[src/rtl/io_channel_wait_generator_pkg.sv]
// Shared types for the XT-bus wait-state generator.
//   wait_state_t  : responder FSM states
//   cycle_kind_t  : bus command class of the accepted cycle
package io_channel_wait_generator_pkg;

    typedef enum logic [1:0] {
        IDLE,
        WAIT_COUNT,
        WAIT_DEVICE,
        RELEASE
    } wait_state_t;

    typedef enum logic [1:0] {
        CYCLE_IO_READ,
        CYCLE_IO_WRITE,
        CYCLE_MEM_READ,
        CYCLE_MEM_WRITE
    } cycle_kind_t;

    function automatic logic kind_is_io(input cycle_kind_t kind);
        return (kind == CYCLE_IO_READ) || (kind == CYCLE_IO_WRITE);
    endfunction

    function automatic logic kind_is_write(input cycle_kind_t kind);
        return (kind == CYCLE_IO_WRITE) || (kind == CYCLE_MEM_WRITE);
    endfunction

endpackage

[src/rtl/io_channel_wait_generator_bus_cycle_detect.sv]
// Bus cycle detector: qualifies the raw XT commands with the address decodes
// and AEN, and produces the start-of-cycle edge plus the cycle classification.
// Ports:
//   clock, reset           : system clock, async active-high reset
//   *_n command/select/aen : raw bus signals (active-low)
//   active                 : a selected cycle is currently in progress
//   start                  : first clock of a selected cycle (active rising edge)
//   kind                   : class of the current cycle (priority-encoded)
module bus_cycle_detect
    import io_channel_wait_generator_pkg::*;
(
    input  logic        clock,
    input  logic        reset,
    input  logic        io_read_n,
    input  logic        io_write_n,
    input  logic        memory_read_n,
    input  logic        memory_write_n,
    input  logic        address_enable_n,
    input  logic        io_select_n,
    input  logic        memory_select_n,
    output logic        active,
    output logic        start,
    output cycle_kind_t kind
);

    logic io_ok;
    logic mem_ok;
    logic io_rd;
    logic io_wr;
    logic mem_rd;
    logic mem_wr;
    logic prev_active;

    // I/O cycles only count while the CPU owns the bus (AEN inactive).
    assign io_ok  = ~io_select_n & address_enable_n;
    assign mem_ok = ~memory_select_n;
    assign io_rd  = io_ok  & ~io_read_n;
    assign io_wr  = io_ok  & ~io_write_n;
    assign mem_rd = mem_ok & ~memory_read_n;
    assign mem_wr = mem_ok & ~memory_write_n;

    assign active = io_rd | io_wr | mem_rd | mem_wr;
    assign start  = active & ~prev_active;

    always_comb begin
        kind = CYCLE_MEM_WRITE;
        if (io_rd)       kind = CYCLE_IO_READ;
        else if (io_wr)  kind = CYCLE_IO_WRITE;
        else if (mem_rd) kind = CYCLE_MEM_READ;
    end

    // Resets to 1 so a cycle already running when reset releases is ignored.
    always_ff @(posedge clock or posedge reset) begin
        if (reset) prev_active <= 1'b1;
        else       prev_active <= active;
    end

endmodule

[src/rtl/io_channel_wait_generator.sv]
// Slave-side io_channel_ready source for slow on-board peripherals.
// Pulls ready low for a fixed number of clocks at the start of a selected
// bus cycle, optionally extended until device_done or a timeout.
// Ports:
//   clock, reset      : system clock, async active-high reset
//   io/memory cmds    : XT bus read/write strobes (active-low)
//   address_enable_n  : AEN inverted, 0 = DMA owns the bus
//   io/memory_select_n: external address decode for this device
//   device_done       : device has completed the access (level)
//   io_channel_ready  : 0 = insert wait states
//   device_strobe     : one-clock pulse when a cycle is accepted
//   cycle_is_io/write : class of the accepted cycle
//   cycle_timeout     : one-clock pulse when the device wait timed out
module io_channel_wait_generator
    import io_channel_wait_generator_pkg::*;
#(
    parameter int unsigned IO_WAIT     = 4,
    parameter int unsigned MEM_WAIT    = 1,
    parameter bit          USE_DONE    = 1'b1,
    parameter int unsigned TIMEOUT     = 255,
    parameter int unsigned COUNT_WIDTH = 8
) (
    input  logic clock,
    input  logic reset,
    input  logic io_read_n,
    input  logic io_write_n,
    input  logic memory_read_n,
    input  logic memory_write_n,
    input  logic address_enable_n,
    input  logic io_select_n,
    input  logic memory_select_n,
    input  logic device_done,
    output logic io_channel_ready,
    output logic device_strobe,
    output logic cycle_is_io,
    output logic cycle_is_write,
    output logic cycle_timeout
);

    localparam logic [COUNT_WIDTH-1:0] IO_LOAD  =
        (IO_WAIT  != 0) ? COUNT_WIDTH'(IO_WAIT  - 1) : '0;
    localparam logic [COUNT_WIDTH-1:0] MEM_LOAD =
        (MEM_WAIT != 0) ? COUNT_WIDTH'(MEM_WAIT - 1) : '0;
    localparam logic [COUNT_WIDTH-1:0] TIMER_LAST = COUNT_WIDTH'(TIMEOUT - 1);

    logic        active;
    logic        start;
    cycle_kind_t kind;

    wait_state_t            state, state_nxt;
    logic [COUNT_WIDTH-1:0] count, count_nxt;
    logic [COUNT_WIDTH-1:0] timer, timer_nxt;
    logic                   done_seen, done_seen_nxt;
    logic                   ready_nxt, strobe_nxt, is_io_nxt, is_write_nxt, timeout_nxt;
    logic                   start_is_io;
    logic                   wait_is_zero;
    logic [COUNT_WIDTH-1:0] wait_load;

    bus_cycle_detect u_detect (
        .clock            (clock),
        .reset            (reset),
        .io_read_n        (io_read_n),
        .io_write_n       (io_write_n),
        .memory_read_n    (memory_read_n),
        .memory_write_n   (memory_write_n),
        .address_enable_n (address_enable_n),
        .io_select_n      (io_select_n),
        .memory_select_n  (memory_select_n),
        .active           (active),
        .start            (start),
        .kind             (kind)
    );

    assign start_is_io  = kind_is_io(kind);
    assign wait_is_zero = start_is_io ? (IO_WAIT == 0) : (MEM_WAIT == 0);
    assign wait_load    = start_is_io ? IO_LOAD : MEM_LOAD;

    always_comb begin
        state_nxt     = state;
        count_nxt     = count;
        timer_nxt     = timer;
        done_seen_nxt = done_seen | ((state != IDLE) & device_done);
        ready_nxt     = io_channel_ready;
        strobe_nxt    = 1'b0;
        is_io_nxt     = cycle_is_io;
        is_write_nxt  = cycle_is_write;
        timeout_nxt   = 1'b0;

        case (state)
            IDLE: begin
                ready_nxt = 1'b1;
                if (start) begin
                    strobe_nxt    = 1'b1;
                    is_io_nxt     = start_is_io;
                    is_write_nxt  = kind_is_write(kind);
                    done_seen_nxt = 1'b0;
                    timer_nxt     = '0;
                    if (!wait_is_zero) begin
                        state_nxt = WAIT_COUNT;
                        count_nxt = wait_load;
                        ready_nxt = 1'b0;
                    end else if (USE_DONE) begin
                        state_nxt = WAIT_DEVICE;
                        ready_nxt = 1'b0;
                    end else begin
                        state_nxt = RELEASE;
                    end
                end
            end
            WAIT_COUNT: begin
                if (!active) begin
                    state_nxt = IDLE;
                    ready_nxt = 1'b1;
                end else if (count == '0) begin
                    if (USE_DONE) begin
                        state_nxt = WAIT_DEVICE;
                        timer_nxt = '0;
                    end else begin
                        state_nxt = RELEASE;
                        ready_nxt = 1'b1;
                    end
                end else begin
                    count_nxt = count - COUNT_WIDTH'(1);
                end
            end
            WAIT_DEVICE: begin
                // Abort beats done, and done beats timeout, in the same clock.
                if (!active) begin
                    state_nxt = IDLE;
                    ready_nxt = 1'b1;
                end else if (done_seen || device_done) begin
                    state_nxt = RELEASE;
                    ready_nxt = 1'b1;
                end else if (timer == TIMER_LAST) begin
                    state_nxt   = RELEASE;
                    ready_nxt   = 1'b1;
                    timeout_nxt = 1'b1;
                end else begin
                    timer_nxt = timer + COUNT_WIDTH'(1);
                end
            end
            RELEASE: begin
                ready_nxt = 1'b1;
                if (!active) state_nxt = IDLE;
            end
            default: begin
                state_nxt = IDLE;
                ready_nxt = 1'b1;
            end
        endcase
    end

    always_ff @(posedge clock or posedge reset) begin
        if (reset) begin
            state            <= IDLE;
            count            <= '0;
            timer            <= '0;
            done_seen        <= 1'b0;
            io_channel_ready <= 1'b1;
            device_strobe    <= 1'b0;
            cycle_is_io      <= 1'b0;
            cycle_is_write   <= 1'b0;
            cycle_timeout    <= 1'b0;
        end else begin
            state            <= state_nxt;
            count            <= count_nxt;
            timer            <= timer_nxt;
            done_seen        <= done_seen_nxt;
            io_channel_ready <= ready_nxt;
            device_strobe    <= strobe_nxt;
            cycle_is_io      <= is_io_nxt;
            cycle_is_write   <= is_write_nxt;
            cycle_timeout    <= timeout_nxt;
        end
    end

endmodule
[config.mk]
export PLATFORM = sky130hd
export DESIGN_NAME = io_channel_wait_generator
export DESIGN_NICKNAME = d
export VERILOG_FILES = /design/src/rtl/io_channel_wait_generator_pkg.sv /design/src/rtl/io_channel_wait_generator_bus_cycle_detect.sv /design/src/rtl/io_channel_wait_generator.sv
export SDC_FILE = /design/constraint.sdc
export NUM_CORES = 1
export LEC_CHECK = 0
export BUFFER_PORTS_ARGS = -buffer_cell sky130_fd_sc_hd__buf_2
export CORE_UTILIZATION = 25
export DETAILED_ROUTE_END_ITERATION = 16
export PLACE_DENSITY = 0.47
export SKIP_CTS_REPAIR_TIMING = 1
export SLEW_MARGIN = 20
export SYNTH_ARGS = -nofsm -noshare
export SYNTH_HDL_FRONTEND = slang
export SYNTH_SLANG_ARGS = --single-unit
[constraint.sdc]
create_clock -name clock -period 3.3 [get_ports clock]
set_clock_uncertainty 0.2 [all_clocks]
set_input_delay 0.495 -clock clock [delete_from_list [all_inputs] [get_ports clock]]
set_output_delay 0.495 -clock clock [all_outputs]
set_load 0.05 [all_outputs]
==> reports/qor.csv, run 1 <==
metric,value,unit
status,"complete, no violations",
Post-synth EDFFs,0,
"Req. time, crit path",3.25,ns
cell count along the critical path,6,
"worst slack, placed",1.280,ns
final wirelength,3523,um
vias per std cell,5.225,
routed length per instance,14.68,um
Worst Setup EP,count[1],
Final ANT Viol Nets,0,
Die W,79.63,um
share of the synthesized area in the top cell type,38.21,%
reg2reg start,count[0],
gpl congestion,0.8128,
Worst-Skew Late Latency,0.27,ns
R2R depth,6,
vias in the first global route,1268,
dominant synthesized flop cell,dfrtp_1,
crit-path max cell delay,0.43,ns
grt ovf,0,
clock-pin slew on the worst setup and hold paths,0.09,ns
TNS Setup,0,ns
DR iter-0 viols,62,
async set or reset register ratio after synthesis,100.0,%
initial antenna violation count,0,
H-tree depth,1,
slowest CP cell,dfrtp_1,
Post-synth top cells,"dfrtp_1 (23), a31oi_1 (9)",
Max clock buf depth,2,
Final Setup Violations,0,
row count,27,
R2R Path End,count[1],
Pre-antenna DRT Iters,4,
Final HPWL DP,2597,um
Max Slew Vio Count,0,
Mean Syn Cell Area,9.846,um2
Worst Hold Class,in -> async,
Slew HR,37.78,%
final setup margin,1.279,ns
CTS root buf,clkbuf_8,
top post-synthesis cells by area,"dfrtp_1 (38%), a31oi_1 (3.7%), dfstp_2 (3.5%)",
via count,1254,
PortBufs,14,
area grow syn2layout,12.79,%
worst path bufs/invs,1,
Clock Sinks,25,
Ys Warns,0,
CP Capture Type,flop,
CTS Buf Count,3,
flop2flop setup slack,1.28,ns
Post-Syn Area,1506,um2
crit start category,flop,
pwr/cell area,650.0,nW/um2
Max IR drop VDD,0.2465,mV
Initial Util,26.70,%
largest net degree at the start of global routing,26,
crit path DAT,1.97,ns
nets,183,
Fmax achieved,494.9,MHz
Synth cell types,48,
RSZ-0062 raised after global routing,no,
global-route wire length before repair,6154,um
CP top delay family,flip-flops,
core box area,5642,um2
CP Class,reg -> reg,
n_diodes,0,
final hold viol count,0,
critical path launch point,count[0],
final period utilization,61.23,%
layout cells sized above 1,19.05,%
total nets after synthesis,167,
Mapped Cells,153,
most common cell in the netlist,dfrtp_1,
worst path cell trace,"inv_1, ha_1, nor4b_4, a21oi_2, o21ai_4, mux2_1",
DRC,0,
fin crit period,2.021,ns
I/O Pins,15,
Die ar.,6340,um2
Crit Path Max Fanout,6,
chip height,79.63,um
post-synthesis register bit count,25,
CTS tree,done,
max_cap viols,0,
"Seq/Total Area, Yosys",41.69,%
total track usage,12.41,%
most area-hungry cell type in the Yosys netlist,dfrtp_1,
Leak,0.7005,nW
Worst-Margin Slew,0.9275,ns
[through the flow]
| step | cell area [um2] | std cells | power, mW | hold slack (ns) | util, % |
|---|---|---|---|---|---|
| 4_1_cts | 1699 | 240 | 1.117 | 0.3008 | 30.12 |
| 5_1_grt | 1699 | 240 | 1.190 | 0.1660 | 30.12 |
| 2_1_floorplan | 1506 | 153 | 0.8187 | 0.2674 | - |
| 3_3_place_gp | 1654 | 236 | 0.9214 | 0.2978 | 29.32 |
| 3_5_place_dp | 1654 | 236 | 0.9264 | 0.3008 | 29.32 |
| 6_report | 1699 | 240 | 1.104 | 0.1023 | 30.12 |
[layer usage]
layer  global-route usage, %  share of wire, %
met1                   16.70                50
met2                   20.51                46
met3                   2.743               3.0
met4                   2.000              0.91
met5                       0                 0
[cells by family after synthesis]
logic type | Yosys count | synth area share [%]
fa+ha+maj | 4 | 3.322
xor+xnor | 1 | 0.5815
flops | 25 | 41.69
mux | 5 | 3.488
simple gates | 54 | 23.01
compound gates | 51 | 24.34
buf+inv | 13 | 3.571
[layout make-up]
class                           count  area [um2]
Clock buffer                        4       45.04
Inverter                            9       33.78
Tap cell                           72       90.09
Timing Repair Buffer               15       77.57
Sequential cell                    25       628.1
Fill cell                         599        3943
Multi-Input combinational cell    115       824.5
[state kept, by name (all words and copies together), names as in the netlist]
| name | count |
|---|---|
| state | 2 |
| device_strobe | 1 |
| done_seen | 1 |
| cycle_timeout | 1 |
| cycle_is_io | 1 |
| timer | 8 |
| u_detect.prev_active | 1 |
| io_channel_ready | 1 |
| cycle_is_write | 1 |
| count | 8 |
[how the worst min path moves through the flow]
stage / startpoint / to / slack, ns / cells after the start
floorplan: timer[5] / timer[5] / 0.27 / 1
global placement: cycle_is_write / cycle_is_write / 0.30 / 1
detailed placement: cycle_is_io / cycle_is_io / 0.30 / 2
CTS: reset / cycle_timeout / 0.30 / 2
global route: reset / cycle_timeout / 0.17 / 2
finish: reset / cycle_timeout / 0.10 / 2
[report_power, final]
group | internal, mW | total (mW) | switching (mW)
Sequential | 0.377 | 0.468 | 0.0911
Combinational | 0.174 | 0.452 | 0.277
Clock | 0.0863 | 0.185 | 0.0983
Total | 0.638 | 1.10 | 0.467
[cells in the final DEF (no fill, tap or decap), drive strengths merged, types with 2 or more instances in the layout]
master	n
a211oi	5
a21o	4
a21oi	9
a221oi	2
a31oi	9
a41oi	2
and3	2
buf	15
clkbuf	4
dfrtp	23
dfstp	2
ha	4
inv	8
mux2	2
mux2i	3
nand2	8
nand2b	5
nand3	8
nand3b	2
nand4	3
nor2	9
nor2b	3
nor3	7
nor4b	2
o21ai	10
o2bb2ai	2
or3	2
(Power assumes the default switching activity.)
==> run 2, diff against run 1 <==
--- a/config.mk
+++ b/config.mk
@@ -8,7 +8,7 @@
 export BUFFER_PORTS_ARGS = -buffer_cell sky130_fd_sc_hd__buf_2
 export CORE_UTILIZATION = 25
 export DETAILED_ROUTE_END_ITERATION = 16
-export PLACE_DENSITY = 0.47
+export PLACE_DENSITY = 0.49
 export SKIP_CTS_REPAIR_TIMING = 1
 export SLEW_MARGIN = 20
 export SYNTH_ARGS = -nofsm -noshare
==> constraint.sdc (replaced) <==
create_clock -name clock -period 1.7 [get_ports clock]
set_clock_uncertainty 0.2 [all_clocks]
set_input_delay 0.255 -clock clock [delete_from_list [all_inputs] [get_ports clock]]
set_output_delay 0.255 -clock clock [all_outputs]
set_load 0.05 [all_outputs]
==> run 2 against run 1 <==
  * The flow now finishes with violations (negative setup slack)
  * First-iteration DRC count up 39%
  * Final cell count increased by 19%
  * Core utilization up 7.4 points
  * Non-clock buffer count up 45
  * Design area rose by 25%
  * Largest power group is now combinational logic
==> reports/qor.csv, run 2 (same netlist as run 1, synthesis figures left out) <==
metric,value,unit
status,"complete, but fails checks",
violated checks,negative setup slack,
CP Capture Type,flop,
Clock Sinks,25,
DRC,0,
H-tree depth,1,
Initial Util,26.70,%
clock-pin slew on the worst setup and hold paths,0.10,ns
I/O Pins,15,
fin util,37.50,%
"Req. time, crit path",1.67,ns
TNS Setup,-1.445,ns
slowest CP cell,dfrtp_1,
n_diodes,0,
chip height,79.63,um
largest net degree at the start of global routing,26,
"worst slack, placed",-0.2027,ns
Fmax achieved,551.0,MHz
Die W,79.63,um
vias in the first global route,1357,
dpl cell area,1989,um2
Max IR drop VDD,0.4644,mV
Regs by FF count,"count: 8 flops, timer: 8 flops, state: 2 flops",
max_cap viols,0,
fin crit period,1.815,ns
final wirelength,3811,um
filler-free cell count of the finished design,285,
DR iter-0 viols,86,
gpl congestion,0.7823,
PortBufs,14,
vias per std cell,4.849,
Final ANT Viol Nets,0,
layout cells sized above 1,42.25,%
crit path DAT,1.78,ns
Leak,0.9403,nW
Worst-Skew Late Latency,0.27,ns
CTS tree,done,
Final Cell Area,2116,um2
initial antenna violation count,0,
CTS root buf,clkbuf_8,
Final HPWL DP,2917,um
CP Class,reg -> reg,
final setup margin,-0.1148,ns
area grow syn2layout,40.45,%
total chip power,2.662,mW
grt ovf,0,
WHS,0.07202,ns
core box area,5642,um2
routed length per instance,13.37,um
CTS Buf Count,3,
Die ar.,6340,um2
"commonest cells after routing, fill and taps aside","buf_4 (43), dfrtp_1 (22), buf_2 (14)",
RSZ-0062 raised after global routing,yes,
worst path cell trace,"inv_2, ha_4, nor4b_4, a21oi_2, o21ai_4, mux2_4",
row count,27,
Final Setup Violations,17,
global-route wire length before repair,6382,um
crit start category,flop,
Crit Path Max Fanout,4,
Worst-Margin Slew,0.4050,ns
total track usage,12.86,%
pwr/cell area,1258,nW/um2
worst path bufs/invs,1,
Worst Hold Class,in -> reg,
Max clock buf depth,2,
Slew HR,72.95,%
final period utilization,106.8,%
Max Slew Vio Count,0,
Pre-antenna DRT Iters,4,
final hold viol count,0,
CP top delay family,flip-flops,
crit-path max cell delay,0.40,ns
"most common cell after layout, fill and taps aside",buf_4,
DP Cell Count,277,
nets,228,
via count,1382,
run 2: cell count changes in the layout (fill, tap and decap cells not counted), sizes merged:
| cell | previous run | this run |
|---|---|---|
| clkbuf | 4 | 3 |
| buf | 15 | 59 |
| dlygate4sd3 | 0 | 1 |
| inv | 8 | 9 |
run 2: worst paths after layout:
path                              from                   end  slack (ns)  cells past startpoint
max reg2reg                   count[1]              count[1]       -0.11                      6
min                        device_done             done_seen        0.07                      3
max                           count[1]              count[1]       -0.11                      6
min reg2reg                cycle_is_io           cycle_is_io        0.31                      2
min in group asynchronous        reset              count[3]        0.37                      4
max in group asynchronous        reset  u_detect.prev_active        0.61                      4
run 2: final cells by class:
type,instances,area [um2]
Inverter,9,33.78
Clock buffer,3,41.29
Tap cell,72,90.09
Multi-Input combinational cell,115,882.1
Sequential cell,25,629.4
Clock inverter,1,5.005
Fill cell,578,3526
Timing Repair Buffer,60,434.2
run 2: power by group:
group | leakage, nW | internal, mW | switching, mW | total (mW)
combinational | 0.590 | 0.730 | 0.719 | 1.45
sequential | 0.325 | 0.734 | 0.118 | 0.852
clock | 0.0255 | 0.164 | 0.196 | 0.361
total | 0.940 | 1.63 | 1.03 | 2.66
run 2: worst register-to-register path, delay by kind of cell, from the launching register on:
family                     cells  cell delay (ns)
AOI/OAI and AO/OA              2             0.29
adders and majority gates      1             0.12
buffers and inverters          1             0.08
DFF                            1             0.40
muxes                          1             0.31
and+or+nand+nor                1             0.31
run 2: metal layers:
| layer | track usage, % | vias up | wire (um) |
|---|---|---|---|
| met5 | 0 | - | 0 |
| met4 | 4.364 | 0 | 53 |
| met3 | 1.029 | 5 | 37 |
| met2 | 21.11 | 12 | 1777 |
| met1 | 17.66 | 659 | 1943 |
| li1 | - | 706 | - |
==> run 3, diff against run 2 <==
--- a/config.mk
+++ b/config.mk
@@ -8,7 +8,7 @@
 export BUFFER_PORTS_ARGS = -buffer_cell sky130_fd_sc_hd__buf_2
 export CORE_UTILIZATION = 25
 export DETAILED_ROUTE_END_ITERATION = 16
-export PLACE_DENSITY = 0.49
+export PLACE_DENSITY = 0.47
 export SKIP_CTS_REPAIR_TIMING = 1
 export SLEW_MARGIN = 20
 export SYNTH_ARGS = -nofsm -noshare
==> run 3 against run 2 <==
  * The run still ends with negative setup slack left
  * Via count rose by 2.7%
  * Power rose by 2.6%
  * Largest cell class unchanged
  * First-iteration DRC count fell by 3.5%
  * Highest routed layer unchanged
  * Final cell count fell by 0.35%
  * Critical endpoint unchanged
  * Critical path depth did not move
  * Worst hold slack improved by 0.031 ns
  * Critical path type unchanged
==> reports/qor.csv, run 3 (same netlist as run 1, synthesis figures left out) <==
metric,value,unit
status,"complete, but fails checks",
violated checks,negative setup slack,
Max Slew Vio Count,0,
Fmax achieved,532.0,MHz
global-route wire length before repair,6582,um
CTS tree,done,
Die ar.,6340,um2
Worst-Margin Slew,0.3671,ns
Max clock buf depth,2,
total track usage,13.16,%
CP Class,reg -> reg,
Clock Sinks,25,
CTS Buf Count,3,
max_cap viols,0,
chip height,79.63,um
Final HPWL DP,2974,um
RSZ-0062 raised after global routing,yes,
"Req. time, crit path",1.65,ns
row count,27,
layout cells sized above 1,42.92,%
PortBufs,14,
largest net degree at the start of global routing,26,
crit path DAT,1.83,ns
clock-pin slew on the worst setup and hold paths,0.09,ns
"worst slack, placed",-0.1780,ns
core box area,5642,um2
final setup margin,-0.1798,ns
H-tree depth,1,
I/O Pins,15,
gpl congestion,0.8142,
DR iter-0 viols,83,
DRC,0,
initial antenna violation count,0,
routed length per instance,14.46,um
vias in the first global route,1405,
"most common cell after layout, fill and taps aside",buf_4,
vias per std cell,4.996,
Worst-Skew Late Latency,0.27,ns
via count,1419,
total chip power,2.731,mW
Die W,79.63,um
"commonest cells after routing, fill and taps aside","buf_4 (41), dfrtp_1 (23), buf_2 (14)",
TNS Setup,-2.006,ns
CP Capture Type,flop,
final period utilization,110.6,%
grt ovf,0,
fin crit period,1.880,ns
hold depth,3,
Worst Hold Class,in -> reg,
CTS root buf,clkbuf_8,
final wirelength,4108,um
R2R depth,6,
Max IR drop VDD,0.5821,mV
Pre-antenna DRT Iters,4,
Final Setup Violations,17,
nets,227,
Final ANT Viol Nets,0,
Initial Util,26.70,%
area grow syn2layout,42.36,%
final hold viol count,0,
Crit Path Max Fanout,4,
Slew HR,75.43,%
n_diodes,0,
Regs by FF count,"count: 8 flops, timer: 8 flops, state: 2 flops",
Leak,0.9336,nW
pwr/cell area,1273,nW/um2
crit start category,flop,
-- run 3: final cells by class --
| cell class | instances | area, um2 |
|---|---|---|
| Tap cell | 72 | 90.09 |
| Fill cell | 579 | 3497 |
| Clock buffer | 4 | 45.04 |
| Inverter | 9 | 33.78 |
| Multi-Input combinational cell | 115 | 925.9 |
| Sequential cell | 25 | 628.1 |
| Timing Repair Buffer | 59 | 421.7 |
-- run 3: power by group --
group,switching [mW],internal (mW)
sequential,0.119,0.732
clock,0.192,0.167
combinational,0.780,0.740
-- run 3: metrics by stage --
step                      instance area [um2]  hold WS (ns)  instances  util [%]
final                                    2145        0.1032        284     38.01
after global routing                     2145        0.1328        284     38.01
after CTS                                2007       -0.1564        279     35.57
after detailed placement                 1962        0.1363        275     34.77
after global placement                   1962        0.1291        275     34.77
after floorplan                          1521       0.08084        153         -
-- run 3: routing by layer --
layer	GRT usage, %	share of wire, %
met1	17.33	46
met2	23.08	50
met3	1.371	2.7
met4	2.727	1.1
met5	0	0
-- run 3: critical path, stage by stage (launching register included) --
cell     delay (ns)
dfrtp_1        0.40
inv_2          0.08
ha_4           0.12
nor4b_4        0.32
a21oi_2        0.14
o21ai_4        0.19
mux2_4         0.31
-- run 3: path summary, 6_finish.rpt --
path | endpoint | slack, ns | start
min in group asynchronous | cycle_timeout | 0.38 | reset
max in group asynchronous | io_channel_ready | 0.61 | reset
worst min-delay path | done_seen | 0.10 | device_done
worst max register to register | count[1] | -0.18 | count[1]
worst min register to register | cycle_is_write | 0.31 | cycle_is_write
worst max-delay path | count[1] | -0.18 | count[1]
